File: config.mk
export PLATFORM = sky130hd
export DESIGN_NAME = uart_tx_scheduler
export DESIGN_NICKNAME = d
export VERILOG_FILES = /design/src/rtl/uart_tx_scheduler.sv
export SDC_FILE = /design/constraint.sdc
export NUM_CORES = 1
export LEC_CHECK = 0
export BUFFER_PORTS_ARGS = -buffer_cell sky130_fd_sc_hd__buf_2
export CAP_MARGIN = 20
export CELL_PAD_IN_SITES_DETAIL_PLACEMENT = 1
export CELL_PAD_IN_SITES_GLOBAL_PLACEMENT = 1
export CORE_UTILIZATION = 35
export DETAILED_ROUTE_END_ITERATION = 7
export HOLD_SLACK_MARGIN = 0.1
export PLACE_DENSITY_LB_ADDON = 0.2
export SLEW_MARGIN = 20
export SYNTH_ARGS = -nofsm -noshare
export SYNTH_HDL_FRONTEND = slang
export SYNTH_SLANG_ARGS = --single-unit
File: constraint.sdc
create_clock -name real_clk -period 3.34 [get_ports real_clk]
set_clock_uncertainty 0.05 [all_clocks]
set_input_delay 0.835 -clock real_clk [delete_from_list [all_inputs] [get_ports real_clk]]
set_output_delay 0.835 -clock real_clk [all_outputs]
set_load 0.01 [all_outputs]
File: src/rtl/uart_tx_scheduler.sv
// uart_tx_scheduler: round-robin arbiter that feeds one UART transmitter
// and holds off new grants until the frame in flight has finished.
module uart_tx_scheduler #(
  parameter int NUM_REQ      = 4,
  parameter int DATA_W       = 8,
  parameter int FRAME_CYCLES = 10
) (
  input  logic                         real_clk,
  input  logic                         real_rst,
  input  logic                         enable,
  input  logic [NUM_REQ-1:0]           req_valid,
  input  logic [NUM_REQ*DATA_W-1:0]    req_data,
  output logic [NUM_REQ-1:0]           req_ready,
  output logic                         uart_run,
  output logic [DATA_W-1:0]            uart_msg,
  output logic                         busy,
  output logic [$clog2(NUM_REQ)-1:0]   grant_id,
  output logic                         tx_done
);
  localparam int IW = $clog2(NUM_REQ);
  localparam int CW = $clog2(FRAME_CYCLES + 1);
  localparam logic [1:0] S_IDLE   = 2'd0;
  localparam logic [1:0] S_LAUNCH = 2'd1;
  localparam logic [1:0] S_BUSY   = 2'd2;

  logic [1:0]        state_q, state_d;
  logic [CW-1:0]     cnt_q, cnt_d;
  logic [IW-1:0]     ptr_q, ptr_d, gid_q, gid_d, pick, cand;
  logic [DATA_W-1:0] msg_q, msg_d, pick_data;
  logic              found, grant;

  // Scan from farthest to nearest so the nearest valid index after ptr_q wins.
  always_comb begin
    pick  = '0;
    cand  = '0;
    found = 1'b0;
    for (int i = NUM_REQ; i >= 1; i--) begin
      cand = IW'((int'(ptr_q) + i) % NUM_REQ);
      if (req_valid[cand]) begin
        pick  = cand;
        found = 1'b1;
      end
    end
  end

  always_comb begin
    pick_data = '0;
    for (int k = 0; k < NUM_REQ; k++)
      if (pick == IW'(k)) pick_data = req_data[k*DATA_W +: DATA_W];
  end

  // Reset also masks the combinational ready so it reads 0 while real_rst is held.
  assign grant     = (state_q == S_IDLE) && enable && found && !real_rst;
  assign req_ready = grant ? (NUM_REQ'(1) << pick) : '0;
  assign uart_run  = state_q == S_LAUNCH;
  assign busy      = state_q != S_IDLE;
  assign tx_done   = (state_q == S_BUSY) && (cnt_q == '0);
  assign uart_msg  = msg_q;
  assign grant_id  = gid_q;

  always_comb begin
    state_d = state_q;
    cnt_d   = cnt_q;
    ptr_d   = ptr_q;
    gid_d   = gid_q;
    msg_d   = msg_q;
    case (state_q)
      S_IDLE: if (grant) begin
        state_d = S_LAUNCH;
        msg_d   = pick_data;
        gid_d   = pick;
        ptr_d   = pick;
      end
      S_LAUNCH: begin
        state_d = S_BUSY;
        cnt_d   = CW'(FRAME_CYCLES - 1);
      end
      S_BUSY: begin
        state_d = (cnt_q == '0) ? S_IDLE : S_BUSY;
        cnt_d   = (cnt_q == '0) ? cnt_q : cnt_q - 1'b1;
      end
      default: state_d = S_IDLE;
    endcase
  end

  always_ff @(posedge real_clk or posedge real_rst) begin
    if (real_rst) begin
      state_q <= S_IDLE;
      cnt_q   <= '0;
      ptr_q   <= IW'(NUM_REQ - 1);
      gid_q   <= '0;
      msg_q   <= '0;
    end else begin
      state_q <= state_d;
      cnt_q   <= cnt_d;
      ptr_q   <= ptr_d;
      gid_q   <= gid_d;
      msg_q   <= msg_d;
    end
  end
endmodule

==> metrics.txt, run 1 <==
hold-fix buffers at CTS 0; CP arrival 1950 ps; CTS tree built; top post-synthesis cells by area dfrtp_1, mux2i_1, o221ai_2; Worst Path Required between 2000 and 2500 ps; die height approximately 59 um; post-CTS setup repair buffer count 0; Gate Count Post-Synth 110; Post-Synth Simple-Gate Area a little under a fifth; # diodes 0; Finish-stage setup viols 0; die width roughly 60 um; Ys Warns 0; starting density of the core 36.9%; Hold Vio Cnt, Final 0; fin crit share 84.9%; CTS max path bufs 2; Rows 20; crit path max fanout 14; mapped cell area about 1100 um^2; crit path capture type primary output; slowest cell on the critical path nand2_2; crit-path cells buf_2 > nor2_1 > nand2_1 > nand2_2 > inv_1 > nand2_1 > nor2_1 > buf_2; fillers 399; kind of cell adding the most delay to the critical path simple AND/OR/NAND/NOR gates; met1 usage about a fifth; met3 Use GR 2.64%; DRT iter0 DRCs 32; worst r2r dst uart_msg[3]; pwr dens around 740 nW/um^2; Worst Hold Path Cells 2; placed insts between 200 and 250; Final ANT Viol Nets 0; worst hold path type register to register; initial antenna violation count 0; peak supply drop around 0.27 mV; xor/xnor cell area share of the yosys netlist around 1.6%; slew of the pin with the lowest slew margin 713 ps; setup TNS 0 ps; largest net degree at the start of global routing 19; post-synthesis async set-or-reset flop share 100%; Syn Area/Cell between 10 and 15 um^2; WL final 2800 um; CP bufs+invs 3; DR pass1 iterations 2; layout cell share with drive strength beyond 1 46.7%; DRC viols 0; leading area contributor after synthesis dfrtp_1; vias per cell between 4 and 5; synth-to-layout area growth 30.2%; fin cells about 210; worst skew pair latency about 290 ps; most frequent cell after synthesis nand2_1; post-layout instance area around 1500 um^2; DP Wirelength about 2300 um; status completed; multiplexer share of the synthesized area about 16%; total power between 1000 and 1500 uW; Placer Congestion between 0.7 and 0.8; min cycle time layout approximately 2800 ps; Critical Path Max Stage Delay approximately 240 ps; die area approximately 3500 um^2; GRT busiest layer met2; clk sinks 18; vias in the first global route ~1100; max-slew violation count 0; RSZ-0062 raised after global routing no; largest family of logic cells by synthesized area simple AND/OR/NAND/NOR gates; Via Count 998; top cell type's share of synthesized area 35.5%; H-tree depth 1; post-synthesis adder-cell area fraction 2.22%; total global routing overflow 0; sequential fraction of the synthesis area approximately two fifths; DP Area between 1000 and 1500 um^2; Total Routing Usage GR a little under a fifth; Max-cap violations 0; Num CTS Buffers 3; Lkg Pwr approximately 0.00077 uW; R2R Setup Slk 1400 ps; Post-CTS Resized 0; first-pass GRT wire length approximately 4800 um; ys flop type dfrtp_1; Root Buffer clkbuf_4; min-delay src grant_id[1]; Yosys reg bits 18; Final nets around 210; EDFF count, synth 0; IO Count 56; r2r startpoint state_q[1]; Max-Slew Margin vs Limit ~52%; critical path class input port to primary output; worst r2r path cells 5; Fmax achieved 0.353 GHz; Wirelength per Cell ~13 um; met2 Usage GRT about a third; CP startpoint kind input port; core footprint 3050 um^2; Post-synth top cells nand2_1, mux2i_1, dfrtp_1; syn_nets approximately 150; CTS clock-pin slew for the worst setup and hold paths around 110 ps; worst hold endpoint grant_id[1]; port bufs 55; Synth cell types 30; post-synthesis compound-gate area fraction between 10% and 20%
worst max-delay path by stage:
stage | startpoint | slack [ps] | end | depth (start not counted)
floorplan | req_valid[0] | 680 | req_ready[2] | 6
global placement | req_valid[3] | 570 | req_ready[2] | 8
detailed placement | req_valid[0] | 500 | req_ready[2] | 7
CTS | req_valid[3] | 490 | req_ready[2] | 8
global route | state_q[1] | 350 | req_ready[2] | 7
finish | req_valid[3] | 510 | req_ready[2] | 8
through the flow:
step	setup slack [ps]	utilization, %	hold WS [ps]
after global routing	351	48.1	470
after CTS	487	48.1	453
after global placement	573	46.9	426
after floorplan	685	-	412
final	506	48.1	448
after detailed placement	495	46.9	427
cells in the final DEF, fill, tap and decap left out, types with 3 or more instances in the layout:
| cell | count |
|---|---|
| inv_1 | 6 |
| dfrtp_1 | 16 |
| o221ai_2 | 8 |
| nor2_1 | 6 |
| clkbuf_4 | 3 |
| mux2i_1 | 18 |
| buf_2 | 55 |
| nand2b_1 | 4 |
| nand2_1 | 20 |
flip-flops by register name, summed over array words and instances (netlist names):
signal    flops
grant_id      2
ptr_q         2
uart_msg      8
cnt_q         4
state_q       2
metal layers:
| layer | up-vias | part of all wire, % |
|---|---|---|
| met3 | 2 | 3.4 |
| met1 | 473 | 43 |
| met4 | 0 | 0.54 |
| met2 | 29 | 53 |
| li1 | 494 | - |
| met5 | - | 0 |
report_power, final:
part	switching (uW)	internal (uW)	total (uW)
Sequential	76.3	324	400
Combinational	288	255	543
Clock	70.0	66.3	136
logic make-up after synthesis:
group,after synthesis
compound gates,17
xor+xnor,2
fa+ha+maj,2
buf+inv,11
flops,18
mux,18
simple gates,42
tightest hold or removal path, cell delays in order (launching register included):
cell and delay, ps:
dfrtp_1 360, nand2_1 50, nand2_1 60
final cells by class:
type	instances	area (um^2)	share of cell area, %
Clock buffer	4	36.3	2.47
Multi-Input combinational cell	81	618	42.1
Timing Repair Buffer	56	283	19.3
Tap cell	44	55.1	3.75
Inverter	6	22.5	1.53
Sequential cell	18	453	30.9
No activity file was read; power rests on OpenSTA's default activity.
==> run 2: changes to the inputs <==
- CORE_UTILIZATION: 35 -> 33
- clock period: 3.34 -> 2.67 ns (I/O delays scaled with it)
==> run 2 against run 1 <==
Effect of this change:
- worst hold slack worse by 13 ps
- flip-flop and latch count stayed put
- design area is 0.60% higher
- largest cell class unchanged
- die area is 5.8% higher
- via count is 3.3% higher
- non-clock buffer count is 3 higher
- power is 24% higher
- largest power group unchanged
- routed wire length is 6.0% higher
- highest routed layer unchanged
- sequential share of layout area is 0.18 points lower
- clock-buffer cell count is 1 lower
- clock power hardly changed
==> metrics.txt, run 2 (synthesized netlist as in run 1, its figures left out) <==
crit path capture type primary output; worst skew pair latency 280 ps (about the same); slowest cell on the critical path dfstp_2; Worst Path Required 1950 ps (-500 ps); Max-Slew Margin vs Limit 52.2% (-0.17 points); die area 3650 um^2 (+5.8%); fin cells 211 (+0.96%); min cycle time layout between 2000 and 3000 ps; first-pass GRT wire length 4950 um (+2.9%); core footprint 3150 um^2 (+3.3%); total global routing overflow 0 (unchanged); H-tree depth 1 (unchanged); Hold Vio Cnt, Final 0 (unchanged); Num CTS Buffers 3 (unchanged); Rows 20 (unchanged); Fin Hold WS 434 ps (-13.4 ps); Fmax achieved 0.394 GHz; Via Count 1031 (+3.3%); crit path max fanout 11 (-3); status completed; commonest non-fill, non-tap cells in the layout buf_2, nand2_1, mux2i_1, dfrtp_1, o221ai_2; r2r startpoint ptr_q[1]; CTS clock-pin slew for the worst setup and hold paths 100 ps (about the same); largest net degree at the start of global routing 19 (unchanged); CP startpoint ptr_q[1]; hold-fix buffers at CTS 0 (unchanged); post-CTS setup repair buffer count 0 (unchanged); DRC viols 0 (unchanged); pwr dens 907 nW/um^2 (+23%); die width 60.4 um (+2.9%); layout cell share with drive strength beyond 1 47.3% (+0.64 points); DP Wirelength 2450 um (+8.2%); slew of the pin with the lowest slew margin 716 ps (+2.51 ps); Wirelength per Cell 14.0 um (+5.0%); Finish-stage setup viols 0 (unchanged); placed insts 208 (+1.5%); WL final 2960 um (+6.0%); CTS max path bufs 2 (unchanged); vias per cell 4.89 (+2.3%); starting density of the core 35.8% (-1.2 points); CTS tree built; IO Count 56 (unchanged); setup TNS 0 ps (unchanged); Max-cap violations 0 (unchanged); Final ANT Viol Nets 0 (unchanged); max reg flops 8 (unchanged); RSZ-0062 raised after global routing no; CP arrival 1820 ps (-130 ps); max-slew violation count 0 (unchanged); clk sinks 18 (unchanged); Final nets 210 (+1.4%); Lkg Pwr 0.000779 uW (+0.80%); Critical Path Max Stage Delay 620 ps (+380 ps); # diodes 0 (unchanged); leading cell type in the layout, fill and taps excluded buf_2; Total Routing Usage GR 18.0% (-0.25 points); worst hold path type register to register; synth-to-layout area growth 31.0%; fillers 415 (+4.0%); port bufs 55 (unchanged); vias in the first global route 1130 (+1.8%); Root Buffer clkbuf_4; die height 60.4 um (+2.9%); fin crit share 95.1%; critical path class register to primary output; initial antenna violation count 0 (unchanged); Post-CTS Resized 0 (unchanged); min-delay src grant_id[1]; DRT iter0 DRCs 7 (-78%); peak supply drop 0.270 mV (+1.5%); crit-path cells nand2_1 > o22ai_1 > nor3_2 > buf_4 > nor3b_1 > buf_2; DR pass1 iterations 4 (+2); CP startpoint kind register; Placer Congestion 0.750 (+2.1%)
-- run 2: cell count changes in the layout (fill, tap and decap cells not counted) --
cell,delta
buf_4,+3
clkbuf_8,-1
-- run 2: worst max-delay path: cells and delay by family, from the launching register on --
kind            cells  cell delay (ps)
compound gates      1              180
flops               1              620
simple gates        3              360
buf+inv             2              360
-- run 2: final timing paths --
| path | endpoint | slack, ps | cells past startpoint |
|---|---|---|---|
| hold reg to reg | grant_id[1] | 430 | 2 |
| min in group asynchronous | cnt_q[3] | 450 | 2 |
| max in group asynchronous | uart_msg[1] | 1670 | 2 |
| hold / removal | grant_id[1] | 430 | 2 |
| setup reg to reg | uart_msg[1] | 790 | 6 |
| setup / recovery | req_ready[1] | 130 | 6 |
-- run 2: layout make-up --
cell class,count,area (um^2),area share (%)
clock buffers,3,22.5,1.53
inverters,6,22.5,1.53
multi-input cells,81,618,41.9
flip-flops and latches,18,453,30.7
well taps,44,55.1,3.73
repair buffers,59,305,20.7
-- run 2: report_power, final --
group	internal (uW)	total (uW)	switching (uW)
Clock	52.3	135	82.6
Sequential	405	501	95.4
Combinational	332	703	371
-- run 2: per-stage QoR --
stage               total power [uW]  setup WS, ps  instance area (um^2)  utilization, %
finish                          1340           130                  1480            46.8
global route                    1440          5.18                  1480            46.8
CTS                             1370           114                  1480            46.8
detailed placement              1230           177                  1450            46.1
global placement                1180           208                  1450            46.1
floorplan                        998           350                  1130               -
-- run 2: metal layers --
metal  vias to the layer above  wire length (um)  GRT usage [%]
li1                        500                 -              -
met1                       496              1170           21.1
met2                        33              1650           34.9
met3                         2               138           2.13
met4                         0                 7           3.90
met5                         -                 0              0
